`src/rtl/i2c_master_read_bit.sv`:
```
// Bit-level I2C master receive engine: clocks one SCL pulse with SDA released,
// samples the slave's bit (data or ACK slot), honours clock stretching and
// flags SDA movement while SCL is high.
module i2c_master_read_bit #(
  parameter int unsigned QUARTER = 5
) (
  input  logic       clock,
  input  logic       reset,
  input  logic       go,
  input  logic [1:0] command,
  input  logic       scl_in,
  input  logic       sda_in,
  output logic       scl,
  output logic       finish,
  output logic       data_bit,
  output logic       ack_ok,
  output logic       bus_error
);

  localparam int unsigned CNT_W = (QUARTER > 2) ? $clog2(QUARTER) : 1;
  localparam logic [CNT_W-1:0] CNT_LAST = CNT_W'(QUARTER - 1);
  localparam logic [1:0] CMD_ACK = 2'b01;

  typedef enum logic [2:0] {
    IDLE  = 3'd0,
    LOW1  = 3'd1,
    LOW2  = 3'd2,
    HIGH1 = 3'd3,
    HIGH2 = 3'd4,
    DONE  = 3'd5
  } state_t;

  state_t           state_q, state_d;
  logic [CNT_W-1:0] cnt_q, cnt_d;
  logic [1:0]       cmd_q, cmd_d;
  logic [1:0]       scl_sync_q, scl_sync_d;
  logic [1:0]       sda_sync_q, sda_sync_d;
  logic             scl_q, scl_d;
  logic             finish_q, finish_d;
  logic             data_bit_q, data_bit_d;
  logic             ack_ok_q, ack_ok_d;
  logic             bus_error_q, bus_error_d;

  logic scl_hi;
  logic sda_s;
  logic cnt_last;

  assign scl_hi   = scl_sync_q[1];
  assign sda_s    = sda_sync_q[1];
  assign cnt_last = (cnt_q == CNT_LAST);

  // Two-flop synchronizers for the bus lines
  always_comb begin
    scl_sync_d = {scl_sync_q[0], scl_in};
    sda_sync_d = {sda_sync_q[0], sda_in};
  end

  // State and datapath registers; reset releases SCL at once
  always_ff @(posedge clock or posedge reset) begin
    if (reset) begin
      state_q     <= IDLE;
      cnt_q       <= '0;
      cmd_q       <= '0;
      scl_sync_q  <= 2'b11;
      sda_sync_q  <= 2'b11;
      scl_q       <= 1'b1;
      finish_q    <= 1'b0;
      data_bit_q  <= 1'b0;
      ack_ok_q    <= 1'b0;
      bus_error_q <= 1'b0;
    end else begin
      state_q     <= state_d;
      cnt_q       <= cnt_d;
      cmd_q       <= cmd_d;
      scl_sync_q  <= scl_sync_d;
      sda_sync_q  <= sda_sync_d;
      scl_q       <= scl_d;
      finish_q    <= finish_d;
      data_bit_q  <= data_bit_d;
      ack_ok_q    <= ack_ok_d;
      bus_error_q <= bus_error_d;
    end
  end

  // Next-state: quarter-period phases, HIGH1 waits for SCL seen high
  always_comb begin
    state_d = state_q;
    case (state_q)
      IDLE:    if (go) state_d = command[1] ? DONE : LOW1;
      LOW1:    if (cnt_last) state_d = LOW2;
      LOW2:    if (cnt_last) state_d = HIGH1;
      HIGH1:   if (scl_hi && cnt_last) state_d = HIGH2;
      HIGH2:   if (cnt_last) state_d = DONE;
      DONE:    if (!go) state_d = IDLE;
      default: state_d = IDLE;
    endcase
  end

  // Outputs, quarter counter, sampling and SDA-stability monitoring
  always_comb begin
    cnt_d       = cnt_q;
    cmd_d       = cmd_q;
    scl_d       = scl_q;
    finish_d    = finish_q;
    data_bit_d  = data_bit_q;
    ack_ok_d    = ack_ok_q;
    bus_error_d = bus_error_q;
    case (state_q)
      IDLE: begin
        cnt_d = '0;
        if (go) begin
          cmd_d       = command;
          data_bit_d  = 1'b0;
          ack_ok_d    = 1'b0;
          bus_error_d = command[1];
          if (command[1]) finish_d = 1'b1;
          else            scl_d    = 1'b0;
        end
      end
      LOW1, LOW2: begin
        cnt_d = cnt_last ? '0 : cnt_q + CNT_W'(1);
        if (state_q == LOW2 && cnt_last) scl_d = 1'b1;
      end
      HIGH1: begin
        if (!scl_hi) begin
          cnt_d = '0;
        end else if (cnt_last) begin
          cnt_d      = '0;
          data_bit_d = sda_s;
          ack_ok_d   = (cmd_q == CMD_ACK) && !sda_s;
        end else begin
          cnt_d = cnt_q + CNT_W'(1);
        end
      end
      HIGH2: begin
        if (sda_s != data_bit_q) bus_error_d = 1'b1;
        cnt_d = cnt_last ? '0 : cnt_q + CNT_W'(1);
        if (cnt_last) begin
          scl_d    = 1'b0;
          finish_d = 1'b1;
        end
      end
      DONE: begin
        if (!go) begin
          scl_d    = 1'b1;
          finish_d = 1'b0;
        end
      end
      default: begin
        cnt_d = '0;
      end
    endcase
  end

  assign scl       = scl_q;
  assign finish    = finish_q;
  assign data_bit  = data_bit_q;
  assign ack_ok    = ack_ok_q;
  assign bus_error = bus_error_q;

endmodule

```
`config.mk`:
```
export PLATFORM = sky130hd
export DESIGN_NAME = i2c_master_read_bit
export DESIGN_NICKNAME = d
export VERILOG_FILES = /design/src/rtl/i2c_master_read_bit.sv
export SDC_FILE = /design/constraint.sdc
export NUM_CORES = 1
export LEC_CHECK = 0
export ABC_AREA = 1
export ABC_CLOCK_PERIOD_IN_PS = 1400
export CAP_MARGIN = 20
export CORE_MARGIN = 5
export CORE_UTILIZATION = 41
export DETAILED_ROUTE_END_ITERATION = 12
export PLACE_DENSITY = 0.64
export RECOVER_POWER = 100
export SLEW_MARGIN = 20
export SYNTH_ARGS = -nofsm -noshare
export SYNTH_HDL_FRONTEND = slang
export SYNTH_SLANG_ARGS = --single-unit
```
`constraint.sdc`:
```
create_clock -name clock -period 1.4 [get_ports clock]
set_input_delay 0.21 -clock clock [delete_from_list [all_inputs] [get_ports clock]]
set_output_delay 0.21 -clock clock [all_outputs]
set_load 0.02 [all_outputs]
```
==> results of run 1 <==
## worst max-delay path by stage
| stage | startpoint | endpoint | slack, ns | depth (start not counted) |
|---|---|---|---|---|
| global placement | go | state_q[1] | 0.004 | 8 |
| global route | cnt_q[1] | state_q[1] | -0.01 | 9 |
| finish | scl | scl | 0.04 | 1 |
| detailed placement | go | state_q[1] | -0.03 | 8 |
| CTS | state_q[1] | state_q[1] | 0.01 | 7 |
| floorplan | cnt_q[0] | state_q[0] | 0.18 | 9 |
## metal layers
| layer | part of all wire, % | track usage, % | vias to the layer above |
|---|---|---|---|
| met4 | 0.74 | 4.11 | 0 |
| met5 | 0 | 0 | - |
| met1 | 44 | 15.6 | 407 |
| li1 | - | - | 413 |
| met2 | 51 | 22.2 | 13 |
| met3 | 3.7 | 3.89 | 2 |
## sequential cells by signal (all words and copies together) (netlist names)
signal      flops
data_bit        1
ack_ok          1
scl_sync_q      2
scl             1
cmd_q           2
state_q         3
bus_error       1
cnt_q           3
finish          1
sda_sync_q      2
## power groups by stage
| stage | combinational (uW) | sequential, uW | clock, uW |
|---|---|---|---|
| 6_report | 1460 | 855 | 264 |
| 5_1_grt | 1640 | 883 | 300 |
| 4_1_cts | 1430 | 846 | 281 |
| 3_5_place_dp | 1450 | 856 | 0 |
| 3_3_place_gp | 1420 | 850 | 0 |
| 2_1_floorplan | 1160 | 812 | 0 |
## placed cells by master (no fill, tap or decap), types with 5 or more instances in the layout
master	instances
buf_4	5
dfrtp_1	10
dfstp_2	5
inv_1	10
nand2_1	34
nand3_1	15
nor2_1	6
nor2_4	5
## kinds of logic after synthesis
group / after synthesis
compound gates: 6
fa+ha+maj: 2
buf+inv: 19
xor+xnor: 2
flops: 17
simple gates: 74
## stage by stage
step / instance area, um^2 / setup WS (ns) / hold slack, ns / power (uW)
2_1_floorplan: 1020 / 0.177 / 0.132 / 1980
3_3_place_gp: 1180 / 0.00411 / 0.346 / 2270
3_5_place_dp: 1180 / -0.0324 / 0.347 / 2310
4_1_cts: 1200 / 0.0102 / 0.219 / 2560
5_1_grt: 1230 / -0.0133 / 0.368 / 2820
6_report: 1230 / 0.0434 / 0.362 / 2580
## cell type report
type | count | area [um^2]
tap | 30 | 37.5
multi-input combinational | 84 | 509
inverter | 16 | 67.6
clock buffer | 4 | 26.3
fill | 247 | 1210
timing repair buffer | 18 | 151
sequential | 17 | 434
## timing repair
item                       CTS  global route
setup buffers                0             1
resized for setup            6             7
setup endpoints to repair    5            10
pin swaps                    0             3
hold endpoints to repair     0             0
==> results.toml, run 1 <==
[logic_synthesis]
synth_edf_count = 0
yosys-mux-area-fraction_pct = 0
synth_warnings = 0
synth_xor_area_share_pct = 1.71
async_flop_share_pct = 100
postSynthRegisterBits = 17
synth_area_um2 = 1020
synth_flop_cell = "dfrtp_1"
synth_compound_area_share_pct = 4.76
synth_top_area_cell = "dfrtp_1"
synthDominantCellAreaShare_pct = 29.3
synth_top_family_by_area = "simple AND/OR/NAND/NOR gates"
synth_fa_ha_area_share_pct = 2.44
synthTopCellsByArea = "dfrtp_1 (29%), dfstp_2 (13%), nand2_1 (12%)"
yosysMostFrequentCell = "nand2_1"
synth.yosys.seq_area_share_pct = 42.1
syn_inst = 120
synth_simple_gate_area_share_pct = 38.8
synth_nets = 129
yosysUniqueCellTypes = 24
syn_avg_cell_area_um2 = 8.54
synth_common_cells = "nand2_1 (34), nand3_1 (16), dfrtp_1 (12)"

[critical_path]
crit_chain = "clkdlybuf4s15_1"
ff2ff_path_depth = 9
crit_path_top_delay_cell = "dfstp_2"
reg2reg_slack_ns = 0.08
startpoint_type = "flip-flop"
cpPeakStageDelay_ns = 0.55
regToRegEndpoint = "state_q[1]"
worstPathRequired_ns = 1.19
worstPathMaxFanout = 2
regToRegStartpoint = "cnt_q[1]"
path_class = "reg -> out"
setup.worst_path.end_class = "primary output"
critical_path.top_delay_family = "flip-flops"
cp_num_buf_inv = 1
arrival_ns = 1.15

[floorplan]
dieArea_um2 = 3600
die_x_um = 60.0
dieHeight_um = 60.0
ios = 12
fp-row-count = 18
core-area_um2 = 2430
initial_utilization_pct = 42.1

[global_routing]
grt_pass1_wl_mm = 3.53
grt_pass1_vias = 868
grt.total_usage_pct = 13.0
overflow = 0
antenna_found_initial = 0
grt_max_degree = 18

[drt]
drt_pass1_iterations = 4
drcViolationCount = 0
viasPerCell = 4.94
totalWireLength_mm = 2.02
drt_iter0_markers = 27
routedWlPerCell_um = 11.9
ant_nets = 0
num_vias = 835

[sta]
maxSlewHeadroom_pct = 40.6
setup_viol = 0
slew_violations = 0
skew_ns = 0.0156
worst_pin_slew_ns = 0.891
fin_crit_ns = 1.36
fmax_ghz = 0.737
period_share_pct = 96.9
hold_viol = 0
setup_tns_ns = 0

[final_layout]
drive_gt1_share_pct = 30.2
num_antenna_cells = 0
nets = 149
final_cells = 169
fin_util_pct = 50.4
synthToLayoutAreaGrowth_pct = 19.7

[pwr]
ir_worst_vdd_v = 0.000992
power.switching_uw = 1220
power.density_nw_per_um2 = 2100
leakagePower_uw = 0.000617
seq_power_share_pct = 33.2
p_clk_share_pct = 10.3
p_int_uw = 1350
switching_share_pct = 47.5
pwr-share-comb_pct = 56.5

[clock_tree]
numClockSinks = 17
clock_latency_ns = 0.30
cts_buffers = 3
clockBufferDepth = 2
cts_tree = "done"
cts.hold.buffers_added = 0
clk_pin_slew_worst_paths_ns = 0.11
clockRootBuffer = "clkbuf_4"
cts_max_level = 1

[place]
place_hpwl_mm = 1.55
place_congestion = 0.790
placedCellCount = 164
portBuffers = 11

[worst_hold_path]
hold_class = "reg -> reg"
min_from = "scl_sync_q[0]"
hold-path-cell-count = 0
hold_end = "scl_sync_q[1]"

[outcome]
status = "complete, no violations"

[job]
max-cap-violations = 0
Note: power is estimated with default switching activity, not from simulation.
==> run 2, diff against run 1 <==
RECOVER_POWER = 25   (was 100)
==> run 2 against run 1 <==
Fmax barely moved. Worst setup slack improved by 0.00057 ns. Count of clock-buffer cells in the layout did not move. Flip-flop and latch count did not move. Total power rose by 0.76%. Clock power barely moved. Worst hold slack did not move. Utilization rose by 0.21 points.
==> results.toml, run 2 (synthesis gave the netlist of run 1 again) <==
[global_routing]
grt_use_met3_pct = 3.89
antenna_found_initial = 0
use_met1_pct = 15.6
overflow = 0
use_met2_pct = 22.2
gr-max-usage-layer = "met2"
grt_pass1_wl_mm = 3.53
grt_max_degree = 18
grt_pass1_vias = 868
grt.total_usage_pct = 13.0

[pwr]
power.switching_uw = 1230
seq_power_share_pct = 32.9
power_uw = 2600
pwr-share-comb_pct = 56.9
p_int_uw = 1360
leakagePower_uw = 0.000617
power.density_nw_per_um2 = 2110
p_clk_share_pct = 10.2
ir_worst_vdd_v = 0.000992
switching_share_pct = 47.4

[final_layout]
synthToLayoutAreaGrowth_pct = 20.1
drive_gt1_share_pct = 30.9
num_antenna_cells = 0
mostFrequentLayoutCells = "nand2_1 (34), nand3_1 (15), dfrtp_1 (10), inv_1 (9)"
final_area_um2 = 1230
fin_util_pct = 50.6
nets = 149
reg_top3 = "cnt_q (3), state_q (3)"
final_common_cell = "nand2_1"

[worst_hold_path]
hold_class = "reg -> reg"
hold-path-cell-count = 0
min_from = "scl_sync_q[0]"
hold_end = "scl_sync_q[1]"

[place]
place_hpwl_mm = 1.55
placed_area_um2 = 1180
place_congestion = 0.790
portBuffers = 11
dp_slack_ns = -0.0324

[critical_path]
ff2ff_path_depth = 9
regToRegEndpoint = "state_q[1]"
critical_path.top_delay_family = "flip-flops"
setup.worst_path.end_class = "primary output"
worstPathRequired_ns = 1.19
regToRegStartpoint = "cnt_q[1]"
cpPeakStageDelay_ns = 0.55
crit_path_top_delay_cell = "dfstp_2"
worstPathMaxFanout = 2
startpoint_type = "flip-flop"
crit_chain = "clkdlybuf4s15_1"
arrival_ns = 1.15
path_class = "reg -> out"
cp_num_buf_inv = 1
reg2reg_slack_ns = 0.08

[floorplan]
ios = 12
initial_utilization_pct = 42.1
dieHeight_um = 60.0
dieArea_um2 = 3600
die_x_um = 60.0
core-area_um2 = 2430
fp-row-count = 18

[sta]
setup_viol = 0
worst_pin_slew_ns = 0.890
fin_crit_ns = 1.36
maxSlewHeadroom_pct = 40.6
fin_ws_ns = 0.0440
period_share_pct = 96.9
hold_viol = 0
skew_ns = 0.0153
slew_violations = 0
fmax_ghz = 0.737

[clock_tree]
cts_max_level = 1
cts.hold.buffers_added = 0
cts_buffers = 3
numClockSinks = 17
clockBufferDepth = 2
clk_pin_slew_worst_paths_ns = 0.11
clockRootBuffer = "clkbuf_4"
clock_latency_ns = 0.29
cts_tree = "done"

[drt]
drt_iter0_markers = 27
ant_nets = 0
totalWireLength_mm = 2.01
routedWlPerCell_um = 11.9
viasPerCell = 4.93
num_vias = 834
drcViolationCount = 0
drt_pass1_iterations = 4

[outcome]
status = "complete, no violations"

[job]
max-cap-violations = 0
run 2: changes by cell type in the layout (fill, tap and decap cells not counted):
| cell | before | now |
|---|---|---|
| buf_4 | 5 | 6 |
| inv_4 | 1 | 2 |
| clkbuf_2 | 1 | 0 |
| inv_1 | 10 | 9 |
run 2: power by group through the flow:
| stage | logic (uW) | clock network (uW) | registers (uW) |
|---|---|---|---|
| CTS | 1430 | 281 | 846 |
| global route | 1660 | 300 | 883 |
| finish | 1480 | 264 | 855 |
| detailed placement | 1450 | 0 | 856 |
| floorplan | 1160 | 0 | 812 |
| global placement | 1420 | 0 | 850 |
run 2: worst max path at each step:
stage,end,slack (ns),from,depth (start not counted)
final,scl,0.04,scl,1
after CTS,state_q[1],0.01,state_q[1],7
after global placement,state_q[1],0.004,go,8
after floorplan,state_q[0],0.18,cnt_q[0],9
after detailed placement,state_q[1],-0.03,go,8
after global routing,state_q[1],-0.01,cnt_q[1],9
run 2: worst register-to-register path, cell delays in order, from the launching register on:
cell	delay, ns
dfrtp_1	0.40
inv_1	0.07
ha_2	0.19
nand2_4	0.08
nand3_2	0.09
nand2_2	0.07
nor2_4	0.16
nand2_2	0.07
nand2_1	0.06
nand2_1	0.05
run 2: metal layers:
layer / share of wire, % / vias to the layer above
met3: 3.7 / 2
met4: 0.74 / 0
met2: 51 / 13
met1: 44 / 406
met5: 0 / -
li1: - / 413
run 2: timing repair:
action,CTS,global route
setup buffers,0,1
cloned,0,0
pin swaps,0,3
gates resized for setup,6,7
endpoints found under the setup margin,5,10
run 2: layout make-up:
cell class              instances  area (um^2)
fillers                       245         1200
flip-flops and latches         17          434
inverters                      16         70.1
repair buffers                 18          154
clock buffers                   4         26.3
well taps                      30         37.5
multi-input cells              84          509
run 2: per-stage QoR:
stage          std cells  hold WS [ns]  setup TNS, ns
3_5_place_dp         164         0.347        -0.0399
2_1_floorplan        120         0.132              0
6_report             169         0.362              0
5_1_grt              169         0.368        -0.0308
3_3_place_gp         164         0.346              0
4_1_cts              168         0.219              0
==> run 3, diff against run 2 <==
ABC_CLOCK_PERIOD_IN_PS = 1100   (was 1400)
PLACE_DENSITY = 0.66   (was 0.64)
clock period = 1.1 ns   (was 1.4 ns; I/O delays follow)
==> run 3 against run 2 <==
The run now ends with setup timing left. Die area did not move. First-iteration DRC count shrank 48%. Critical path depth grew 8. Sequential power up 24%. Total power up 46%. Clock power is 22% higher. Combinational power rose by 64%. Non-clock buffer count grew 12. Design area grew 15%. Wire length is 6.0% higher. Sequential share of layout area decreased by 4.5 points. Critical endpoint is now state_q[1]. Largest cell class unchanged.
==> results.toml, run 3 (synthesis gave the netlist of run 1 again) <==
[worst_hold_path]
min_from = "scl_sync_q[0]"
hold-path-cell-count = 0
hold_class = "reg -> reg"
hold_end = "scl_sync_q[1]"

[global_routing]
overflow = 0
antenna_found_initial = 0
grt.total_usage_pct = 13.2
grt_pass1_vias = 879
grt_pass1_wl_mm = 3.54
grt_max_degree = 18

[final_layout]
final_area_um2 = 1410
nets = 161
final_common_cell = "nand2_1"
fillCellCount = 222
reg_top3 = "cnt_q (3), state_q (3)"
fin_util_pct = 58.1
mostFrequentLayoutCells = "nand2_1 (27), buf_4 (15), nand3_1 (13), inv_1 (10), dfrtp_1 (10)"
num_antenna_cells = 0
synthToLayoutAreaGrowth_pct = 37.9
drive_gt1_share_pct = 51.7

[place]
placed_area_um2 = 1270
place_congestion = 0.862
place_hpwl_mm = 1.62
portBuffers = 11

[pwr]
leakagePower_uw = 0.000698
ir_worst_vdd_v = 0.00151
power_uw = 3800
power.density_nw_per_um2 = 2690

[sta]
setup_tns_ns = -1.65
worst_pin_slew_ns = 0.404
period_share_pct = 117
hold_viol = 0
slew_violations = 0
setup_viol = 14
fmax_ghz = 0.778
fin_ws_ns = -0.186
skew_ns = 0.00258
rsz0062_at_grt = "yes"
maxSlewHeadroom_pct = 73.1
fin_crit_ns = 1.29

[floorplan]
core-area_um2 = 2430
die_x_um = 60.0
dieHeight_um = 60.0
ios = 12
fp-row-count = 18
initial_utilization_pct = 42.1
dieArea_um2 = 3600

[critical_path]
regToRegEndpoint = "state_q[1]"
worstPathMaxFanout = 4
cp_num_buf_inv = 2
regToRegStartpoint = "cnt_q[0]"
worstPathRequired_ns = 1.28
arrival_ns = 1.47
path_class = "reg -> reg"
startpoint_type = "flip-flop"
crit_chain = "inv_1 -> ha_2 -> nand2_4 -> inv_1 -> nor2_2 -> a21oi_4 -> nand2_2 -> nand2_1 -> nand2_1"
setup.worst_path.end_class = "flip-flop"
ff2ff_path_depth = 9
reg2reg_slack_ns = -0.19
crit_path_top_delay_cell = "dfrtp_1"
cpPeakStageDelay_ns = 0.38
critical_path.top_delay_family = "flip-flops"

[drt]
drt_iter0_markers = 14
totalWireLength_mm = 2.13
drcViolationCount = 0
num_vias = 875
ant_nets = 0
routedWlPerCell_um = 11.8
viasPerCell = 4.83
drt_pass1_iterations = 4

[clock_tree]
cts_tree = "done"
numClockSinks = 17
cts_buffers = 3
cts_max_level = 1
clk_pin_slew_worst_paths_ns = 0.09
clock_latency_ns = 0.28
clockRootBuffer = "clkbuf_4"
clockBufferDepth = 2
cts.hold.buffers_added = 0

[job]
max-cap-violations = 0

[outcome]
violations = "setup timing"
status = "finished with violations"
==> run 3: cell types whose count changed in the layout (fill, tap and decap cells not counted), sizes merged <==
cell / change
clkbuf: -1
dlygate4sd3: +1
clkdlybuf4s15: -1
buf: +17
clkdlybuf4s50: -1
dlygate4sd2: -4
clkinv: +1
==> run 3: worst max-delay path by stage <==
stage,slack [ns],endpoint,from,cells past startpoint
floorplan,-0.12,state_q[0],cnt_q[0],9
global placement,-0.24,state_q[0],go,8
detailed placement,-0.27,state_q[0],go,8
CTS,-0.19,state_q[0],cnt_q[0],9
global route,-0.26,state_q[1],cnt_q[1],9
finish,-0.19,state_q[1],cnt_q[0],9
==> run 3: repair_timing <==
action,CTS,global route
pin swaps,10,10
endpoints found under the setup margin,18,14
resized for setup,40,11
buffers inserted,2,1
endpoints found under the hold margin,0,0
==> run 3: power breakdown <==
part | switching (uW) | internal, uW | total (uW) | leakage [uW]
clock | 187 | 135 | 322 | 0.0000177
combinational | 1370 | 1050 | 2420 | 0.000479
sequential | 208 | 854 | 1060 | 0.000201
==> run 3: per-layer routing <==
metal | share of wire, % | global-route usage (%)
met4 | 2.0 | 6.33
met3 | 4.2 | 2.81
met1 | 43 | 16.0
met2 | 51 | 22.1
met5 | 0 | 0
==> run 3: area by class of cell <==
class | count | area (um^2) | area share, %
tap | 30 | 37.5 | 2.66
inverter | 16 | 70.1 | 4.96
multi-input combinational | 84 | 592 | 41.9
sequential | 17 | 434 | 30.7
clock inverter | 1 | 5.00 | 0.354
timing repair buffer | 30 | 251 | 17.8
clock buffer | 3 | 22.5 | 1.59
==> run 3: stage by stage <==
stage	hold slack [ns]	instances	setup WS, ns
6_report	0.362	181	-0.186
2_1_floorplan	0.0874	120	-0.120
5_1_grt	0.368	181	-0.259
3_3_place_gp	0.346	174	-0.239
3_5_place_dp	0.349	174	-0.272
4_1_cts	0.180	180	-0.193
